===== src/rtl/dmem_pkg.sv =====
// Shared types and constants for the data-memory responder.
// State encoding, operation codes and address/data widths live here.
package dmem_pkg;

  localparam int ADDR_W = 8;
  localparam int DATA_W = 8;
  localparam int DEPTH  = 1 << ADDR_W;

  typedef enum logic [1:0] {
    IDLE = 2'd0,
    WAIT = 2'd1,
    DONE = 2'd2
  } state_t;

  localparam logic OP_RD = 1'b0;
  localparam logic OP_WR = 1'b1;

endpackage


===== src/rtl/dmem_array.sv =====
// 256x8 storage with a synchronous write port and an asynchronous read port.
// Contents are deliberately not reset.
module dmem_array
  import dmem_pkg::*;
(
  input  logic              clock,
  input  logic              i_we,
  input  logic [ADDR_W-1:0] i_addr,
  input  logic [DATA_W-1:0] i_wdata,
  output logic [DATA_W-1:0] o_rdata
);

  logic [DATA_W-1:0] r_mem [DEPTH];

  always_ff @(posedge clock) begin
    if (i_we) begin
      r_mem[i_addr] <= i_wdata;
    end
  end

  assign o_rdata = r_mem[i_addr];

endmodule


===== src/rtl/dmem_responder.sv =====
// Data-memory responder: IDLE/WAIT/DONE handshake FSM in front of dmem_array.
// Define DMEM_WAIT_STATE_EN to compile in WAIT_CYCLES wait states per access.
module dmem_responder
  import dmem_pkg::*;
#(
  parameter int WAIT_CYCLES = 2
)
(
  input  logic              clock,
  input  logic              reset,
  input  logic              Rm,
  input  logic              Wm,
  input  logic [ADDR_W-1:0] address,
  input  logic [DATA_W-1:0] RegVal,
  output logic [DATA_W-1:0] Data_out,
  output logic              ready,
  output logic              done,
  output logic              err
);

  if (WAIT_CYCLES < 1 || WAIT_CYCLES > 15) begin : g_badWaitCycles
    $error("dmem_responder: WAIT_CYCLES must be in 1..15");
  end

  state_t            r_state;
  logic [ADDR_W-1:0] r_addr;
  logic [DATA_W-1:0] r_wdata;
  logic              r_op;
  logic [DATA_W-1:0] r_dataOut;
  logic              r_done;
  logic              r_err;

  logic              w_idle;
  logic              w_oneStrobe;
  logic              w_idleAccess;
  logic              w_waitAccess;
  logic              w_memWe;
  logic [ADDR_W-1:0] w_memAddr;
  logic [DATA_W-1:0] w_memWdata;
  logic [DATA_W-1:0] w_memRdata;

  assign w_idle      = (r_state == IDLE);
  assign w_oneStrobe = Rm ^ Wm;

`ifdef DMEM_WAIT_STATE_EN
  localparam logic [3:0] WAIT_LOAD = 4'(WAIT_CYCLES);
  logic [3:0] r_cnt;

  assign w_idleAccess = 1'b0;
  assign w_waitAccess = (r_state == WAIT) && (r_cnt == 4'd1);
`else
  assign w_idleAccess = w_idle && w_oneStrobe;
  assign w_waitAccess = 1'b0;
`endif

  // Live inputs address the array on the capture edge; latched copies afterwards.
  assign w_memAddr  = w_idle ? address : r_addr;
  assign w_memWdata = w_idle ? RegVal  : r_wdata;
  assign w_memWe    = !reset && ((w_idleAccess && Wm) ||
                                 (w_waitAccess && (r_op == OP_WR)));

  dmem_array u_array (
    .clock   (clock),
    .i_we    (w_memWe),
    .i_addr  (w_memAddr),
    .i_wdata (w_memWdata),
    .o_rdata (w_memRdata)
  );

  always_ff @(posedge clock or posedge reset) begin
    if (reset) begin
      r_state   <= IDLE;
      r_addr    <= '0;
      r_wdata   <= '0;
      r_op      <= OP_RD;
      r_dataOut <= '0;
      r_done    <= 1'b0;
      r_err     <= 1'b0;
`ifdef DMEM_WAIT_STATE_EN
      r_cnt     <= 4'd0;
`endif
    end else begin
      r_done <= 1'b0;
      r_err  <= 1'b0;
      case (r_state)
        IDLE: begin
          if (Rm && Wm) begin
            r_err <= 1'b1;
          end else if (w_oneStrobe) begin
            r_addr  <= address;
            r_wdata <= RegVal;
            r_op    <= Wm ? OP_WR : OP_RD;
`ifdef DMEM_WAIT_STATE_EN
            r_cnt   <= WAIT_LOAD;
            r_state <= WAIT;
`else
            if (Rm) begin
              r_dataOut <= w_memRdata;
            end
            r_done  <= 1'b1;
            r_state <= DONE;
`endif
          end
        end
`ifdef DMEM_WAIT_STATE_EN
        WAIT: begin
          r_cnt <= r_cnt - 4'd1;
          if (r_cnt == 4'd1) begin
            if (r_op == OP_RD) begin
              r_dataOut <= w_memRdata;
            end
            r_done  <= 1'b1;
            r_state <= DONE;
          end
        end
`endif
        DONE: begin
          r_state <= IDLE;
        end
        default: begin
          r_state <= IDLE;
        end
      endcase
    end
  end

  assign Data_out = r_dataOut;
  assign ready    = w_idle;
  assign done     = r_done;
  assign err      = r_err;

endmodule

===== config.mk =====
export PLATFORM = sky130hd
export DESIGN_NAME = dmem_responder
export DESIGN_NICKNAME = d
export VERILOG_FILES = /design/src/rtl/dmem_pkg.sv /design/src/rtl/dmem_array.sv /design/src/rtl/dmem_responder.sv
export SDC_FILE = /design/constraint.sdc
export NUM_CORES = 2
export LEC_CHECK = 0
export CAP_MARGIN = 40
export CORE_UTILIZATION = 40
export CTS_CLUSTER_DIAMETER = 120
export CTS_CLUSTER_SIZE = 16
export DETAILED_ROUTE_END_ITERATION = 16
export GPL_ROUTABILITY_DRIVEN = 0
export GPL_TIMING_DRIVEN = 0
export PLACE_DENSITY = 0.63
export REMOVE_ABC_BUFFERS = 1
export SLEW_MARGIN = 25
export SYNTH_ARGS = -nofsm -noshare
export SYNTH_HDL_FRONTEND = slang
export SYNTH_SLANG_ARGS = --single-unit

===== constraint.sdc =====
create_clock -name clock -period 12.2 [get_ports clock]
set_clock_uncertainty 0.15 [all_clocks]
set_input_delay 2.44 -clock clock [delete_from_list [all_inputs] [get_ports clock]]
set_output_delay 2.44 -clock clock [all_outputs]
set_load 0.005 [all_outputs]

Word-level counts from Yosys, hierarchy flattened
Memory sizes are Yosys's and may differ from the RTL's. A register that Yosys moved wholly into a read port is not among the register bits.
Index checks and enable logic that the tools add are counted.
{"block": "classes", "add_sub_neg": 0, "multipliers": 0, "n_div": 0, "order_cmp": 0, "n_eq_ne": 2, "shift": 0, "mux": 12, "bitwise_logic": 2, "reduce_logical": 9}
{"op": "2-to-1 mux 8 bit", "count": 2}
{"op": "2-to-1 mux 1 bit", "count": 7}
{"op": "2-to-1 mux 2 bit", "count": 3}
{"op": "logical AND 1 bit", "count": 4}
{"op": "AND reduction 4 bit", "count": 1}
{"op": "AND reduction 3 bit", "count": 1}
{"op": "logical NOT 2 bit", "count": 1}
{"op": "inequality test 2 x 1 -> 1 bit, second input constant", "count": 1}
{"op": "inequality test 2 bit, second input constant", "count": 1}
{"op": "AND reduction 2 bit", "count": 1}
{"op": "logical NOT 1 bit", "count": 1}
{"op": "inverter 1 bit", "count": 1}
{"op": "bitwise XOR 1 bit", "count": 1}
{"block": "word_totals", "ff_bits": 20, "latchBits": 0, "ramBits": 2048, "rom_bits": 0, "in_bits": 20, "output_inout_bits": 11, "word_cells": 31, "mem_count": 1}
{"name": "u_array.r_mem", "words": 256, "width": 8, "read_ports": 1, "rd_ports_with_merged_regs": 1, "write_ports": 1, "line_no": "dmem_array.sv:13", "text": "logic [DATA_W-1:0] r_mem [DEPTH];"}

Logic depth before layout (Yosys ltp)
{"block": "depth", "depth_word": 6, "depth_mapped": 14, "ltp_nobuf": 8}

By module
A second synthesis with hierarchy kept.
{"block": "unflattened", "cells_unflattened": 3619, "area_unflattened_um2": 79610.1}
{"module": "dmem_array", "instances": 1, "cells_per_inst": 3539, "area_per_inst_um2": 78332.6, "seq_area_each_um2": 61499.0}
{"module": "dmem_responder", "instances": 1, "cells_per_inst": 80, "area_per_inst_um2": 1277.5, "seq_area_each_um2": 675.6}

Worst setup path after synthesis
Ideal clock, no wire load.
{"block": "synth_timing", "kind": "input-to-reg", "start": "input port address[1]", "end": "memory u_array.r_mem[183][0], enable pin", "setup_time_ns": 0.370, "arrival_ns": 4.877, "t_required_ns": 11.680, "setup_slack_ns": 6.802, "path_stages": 11, "path_buffers": 7, "cell_sequence": "buf_2 -> mux2_2 -> buf_2 -> buf_4 -> buf_2 -> clkbuf_1 -> buf_2 -> and3_1 -> nand2_1 -> clkbuf_1 -> nor2_1"}
{"block": "synth_between", "elab_chain_len": 1}
{"item": "start, declared", "line_no": "dmem_responder.sv:13", "text": "input logic [ADDR_W-1:0] address,"}
{"item": "2-to-1 mux 8 bit", "line_no": "dmem_responder.sv:57", "text": "assign w_memAddr = w_idle ? address : r_addr;"}
{"item": "end, declared", "line_no": "dmem_array.sv:13"}
Every way passes these cells.

Worst setup path after layout
{"block": "layout_timing", "start": "input port address[0]", "end": "register r_dataOut[7], in the netlist Data_out[7] (read register of u_array.r_mem)"}
{"block": "layout_between", "elab_chain_len": 1}
{"item": "2-to-1 mux 8 bit", "line_no": "dmem_responder.sv:57"}
{"item": "end, declared", "line_no": "dmem_responder.sv:29", "text": "logic [DATA_W-1:0] r_dataOut;"}
Every way passes these cells.
A chain may end at the register's enable or synchronous reset.

==> results.tsv <==
metric	value	unit
type of origin of the critical path	input port	
PnR Total Power	15.0	mW
worst slew pin tran	978	ps
total track usage	20.5	%
die area	0.203	mm²
CTS tree	yes	
Final Cycle Share	59.5	%
Syn Area/Cell	19.4	µm²
hold-fix buffers at CTS	0	
crit path DAT	7740	ps
layout net count	4289	
GRT met1 Usage	27.8	%
IO Port Bufs	30	
list of most frequent post-synthesis cells	edfxtp_1 (2048), mux4_2 (423), nand2_1 (396)	
post-CTS setup buffer count	0	
H-tree lvl count	4	
hold-critical path depth	1	
Initial Util	40.3	%
TritonRoute pass-1 iters	5	
Setup Viol. Count Final	0	
Synth Area in Adders	0.0311	%
clock buffer depth	3	
Synth area leader	edfxtp_1	
hpwl dp	129000	µm
Post-DRT Antenna Nets	0	
reg2reg start	r_state[1]	
Die X	451	µm
fmax	138	MHz
unrepaired setup endpoints after global routing	false	
Leakage	28.1	nW
die height	451	µm
setup TNS	0	ps
Worst Setup Path Type	input port to register	
hold crit path type	register to register	
grt met2 use	32.3	%
NetSw	3.81	mW
via count	41500	
reg-to-reg slack, setup	6190	ps
CP max FO	54	
Synth warnings	0	
Rel. slew slack	34.6	%
P per Cell Area	165	mW/mm²
Worst R2R Path Depth	12	
ys flop type	edfxtp_1	
fraction of layout cells with a size suffix above 1	20.5	%
final hold vios	0	
number of global-route vias before repair	41100	
clk root buf	clkbuf_16	
gr ovfl total	0	
multiplexer area fraction after synthesis	13.0	%
Seq/Total Area, Yosys	77.2	%
met3 usage	4.16	%
total CTS buffers	147	
Cells after Synth	4140	
Final Max Tran Viols	0	
Critical Path Source	address[0]	
gr busiest metal	met2	
Logic pwr share	15.4	%
first-pass GRT wire length	300000	µm
initial antenna violation count	12	
Synth Area in Compound Gates	3.26	%
Ports	31	
std cell rows	164	
FF-to-FF End	Data_out[7]	
status	completed	
CP Capture Type	register	
Sw Ratio	25.3	%
DRT iter0 DRCs	5421	
Worst Setup EP	Data_out[7]	
# DRC	0	
number of synthesized flops with an enable pin	2048	
Yosys top cell area share	76.4	%
fraction of registers with async set/reset	1.30	%
required time worst endpoint	12690	ps
fillers	16700	
WL final	211000	µm
Simple-Gate Fraction of Synth Area	4.91	%
XOR/XNOR Fraction of Synth Area	0	%
max_cap viols	0	
P&R area growth vs syn	12.9	%
post-CTS sizing	0	
sequential power share	54.4	%
clock power share	30.3	%
largest family of logic cells by synthesized area	multiplexers	
Routed WL per cell	30.2	µm
Core ar.	0.200	mm²
final core utilization	45.5	%
cell internal pwr	11.2	mW
Clk Latency, worst-skew pair	810	ps
Yosys reg bits	2075	
largest net degree at the start of global routing	113	
largest cells by area after synthesis	edfxtp_1 (76%), mux4_2 (12%), nand2_1 (1.8%), nor2_1 (1.3%), a22oi_1 (1.2%)	
Netlist cell types	63	
Mapped Area	0.0805	mm²
fin crit period	7250	ps
Peak VDD IR	0.0988	mV
most frequent cell after synthesis	edfxtp_1	
Fin Hold WS	393	ps
CTS sink count	2075	
clock-pin slew on the worst setup and hold paths	80	ps
Via density	5.95	
## worst min-delay path by stage
stage                from    endpoint  slack (ps)
2_1_floorplan  r_wdata[0]  r_wdata[0]         320
3_3_place_gp   r_wdata[5]  r_wdata[5]         330
3_5_place_dp   r_wdata[2]  r_wdata[2]         380
4_1_cts        r_wdata[2]  r_wdata[2]         400
5_1_grt        r_wdata[1]  r_wdata[1]         420
6_report       r_wdata[2]  r_wdata[2]         390
## layout by cell type, fill, tap and decap left out, types with 7 or more instances in the layout
cell and n:
edfxtp_1 2048, mux4_2 423, nand2_1 380, nor2_1 280
clkbuf_16 152, a22oi_1 128, nand3_1 116, buf_16 81
buf_4 74, a21oi_1 67, mux2i_1 55, clkbuf_1 35
nand4_1 33, clkdlybuf4s50_1 30, dfrtp_1 26, and3_1 25
a311oi_1 25, mux2_2 21, a32oi_1 21, a31oi_1 18
buf_8 14, o21ai_0 13, mux2_8 12, nand2_4 11
clkbuf_4 10, nor2b_1 9, o21ai_4 8, o22ai_4 8
o2111ai_1 8, a222oi_1 8, nor4_1 8, buf_2 8
buf_12 8, a211oi_1 7, a41oi_1 7, buf_6 7
## logic make-up (layout without fill, tap and decap cells)
logic type,after synthesis,in the layout
buffers and inverters,259,429
other,0,6
AO/OA/AOI/OAI,367,367
multiplexers,515,515
adder cells (fa/ha/maj),2,2
AND/OR/NAND/NOR,922,922
flip-flops,2075,2075
## sequential cells by signal, indices dropped and copies added (netlist names)
name and count:
Data_out 8, done 1, u_array.r_mem 2048, r_addr 8, r_wdata 8, r_state 1, err 1
## metal layers
| layer | vias up | share of wire (%) |
|---|---|---|
| li1 | 17000 | - |
| met1 | 22000 | 39 |
| met2 | 2018 | 48 |
| met3 | 440 | 8.5 |
| met4 | 12 | 4.3 |
| met5 | - | 0.042 |
## critical path, cell delays in order
cell	delay (ps)
clkdlybuf4s50_1	560
mux2_8	610
buf_16	350
buf_16	290
buf_16	330
buf_16	370
mux4_2	580
mux2_2	290
a222oi_1	630
o22ai_1	180
a2111oi_1	690
a41oi_1	210
## power by group through the flow
stage | combinational [mW] | clock, mW | sequential [mW]
after floorplan | 1.46 | 0 | 8.34
after global placement | 2.46 | 0 | 8.42
after detailed placement | 2.31 | 0 | 8.33
after CTS | 2.31 | 4.61 | 8.17
after global routing | 2.42 | 4.84 | 8.17
final | 2.31 | 4.55 | 8.17
## per-stage QoR
step                      instances  instance area, µm²  setup WS, ps
after detailed placement       6706               86400          4010
after global routing           6969               90900          4630
after floorplan                3884               79300          1350
after CTS                      6898               90400          4860
after global placement         6570               82900        -11460
final                          6972               90900          4950
## area by class of cell
cell class / instances / area, µm² / share of cell area [%]
clock inverter: 5 / 50.0 / 0.0550
tap: 2656 / 3320 / 3.65
inverter: 3 / 11.3 / 0.0124
multi-input combinational: 1806 / 17800 / 19.5
timing repair buffer: 234 / 3660 / 4.03
antenna: 6 / 15.0 / 0.0165
clock buffer: 187 / 3940 / 4.33
sequential: 2075 / 62200 / 68.4
Power figures use the tool's default switching activity.
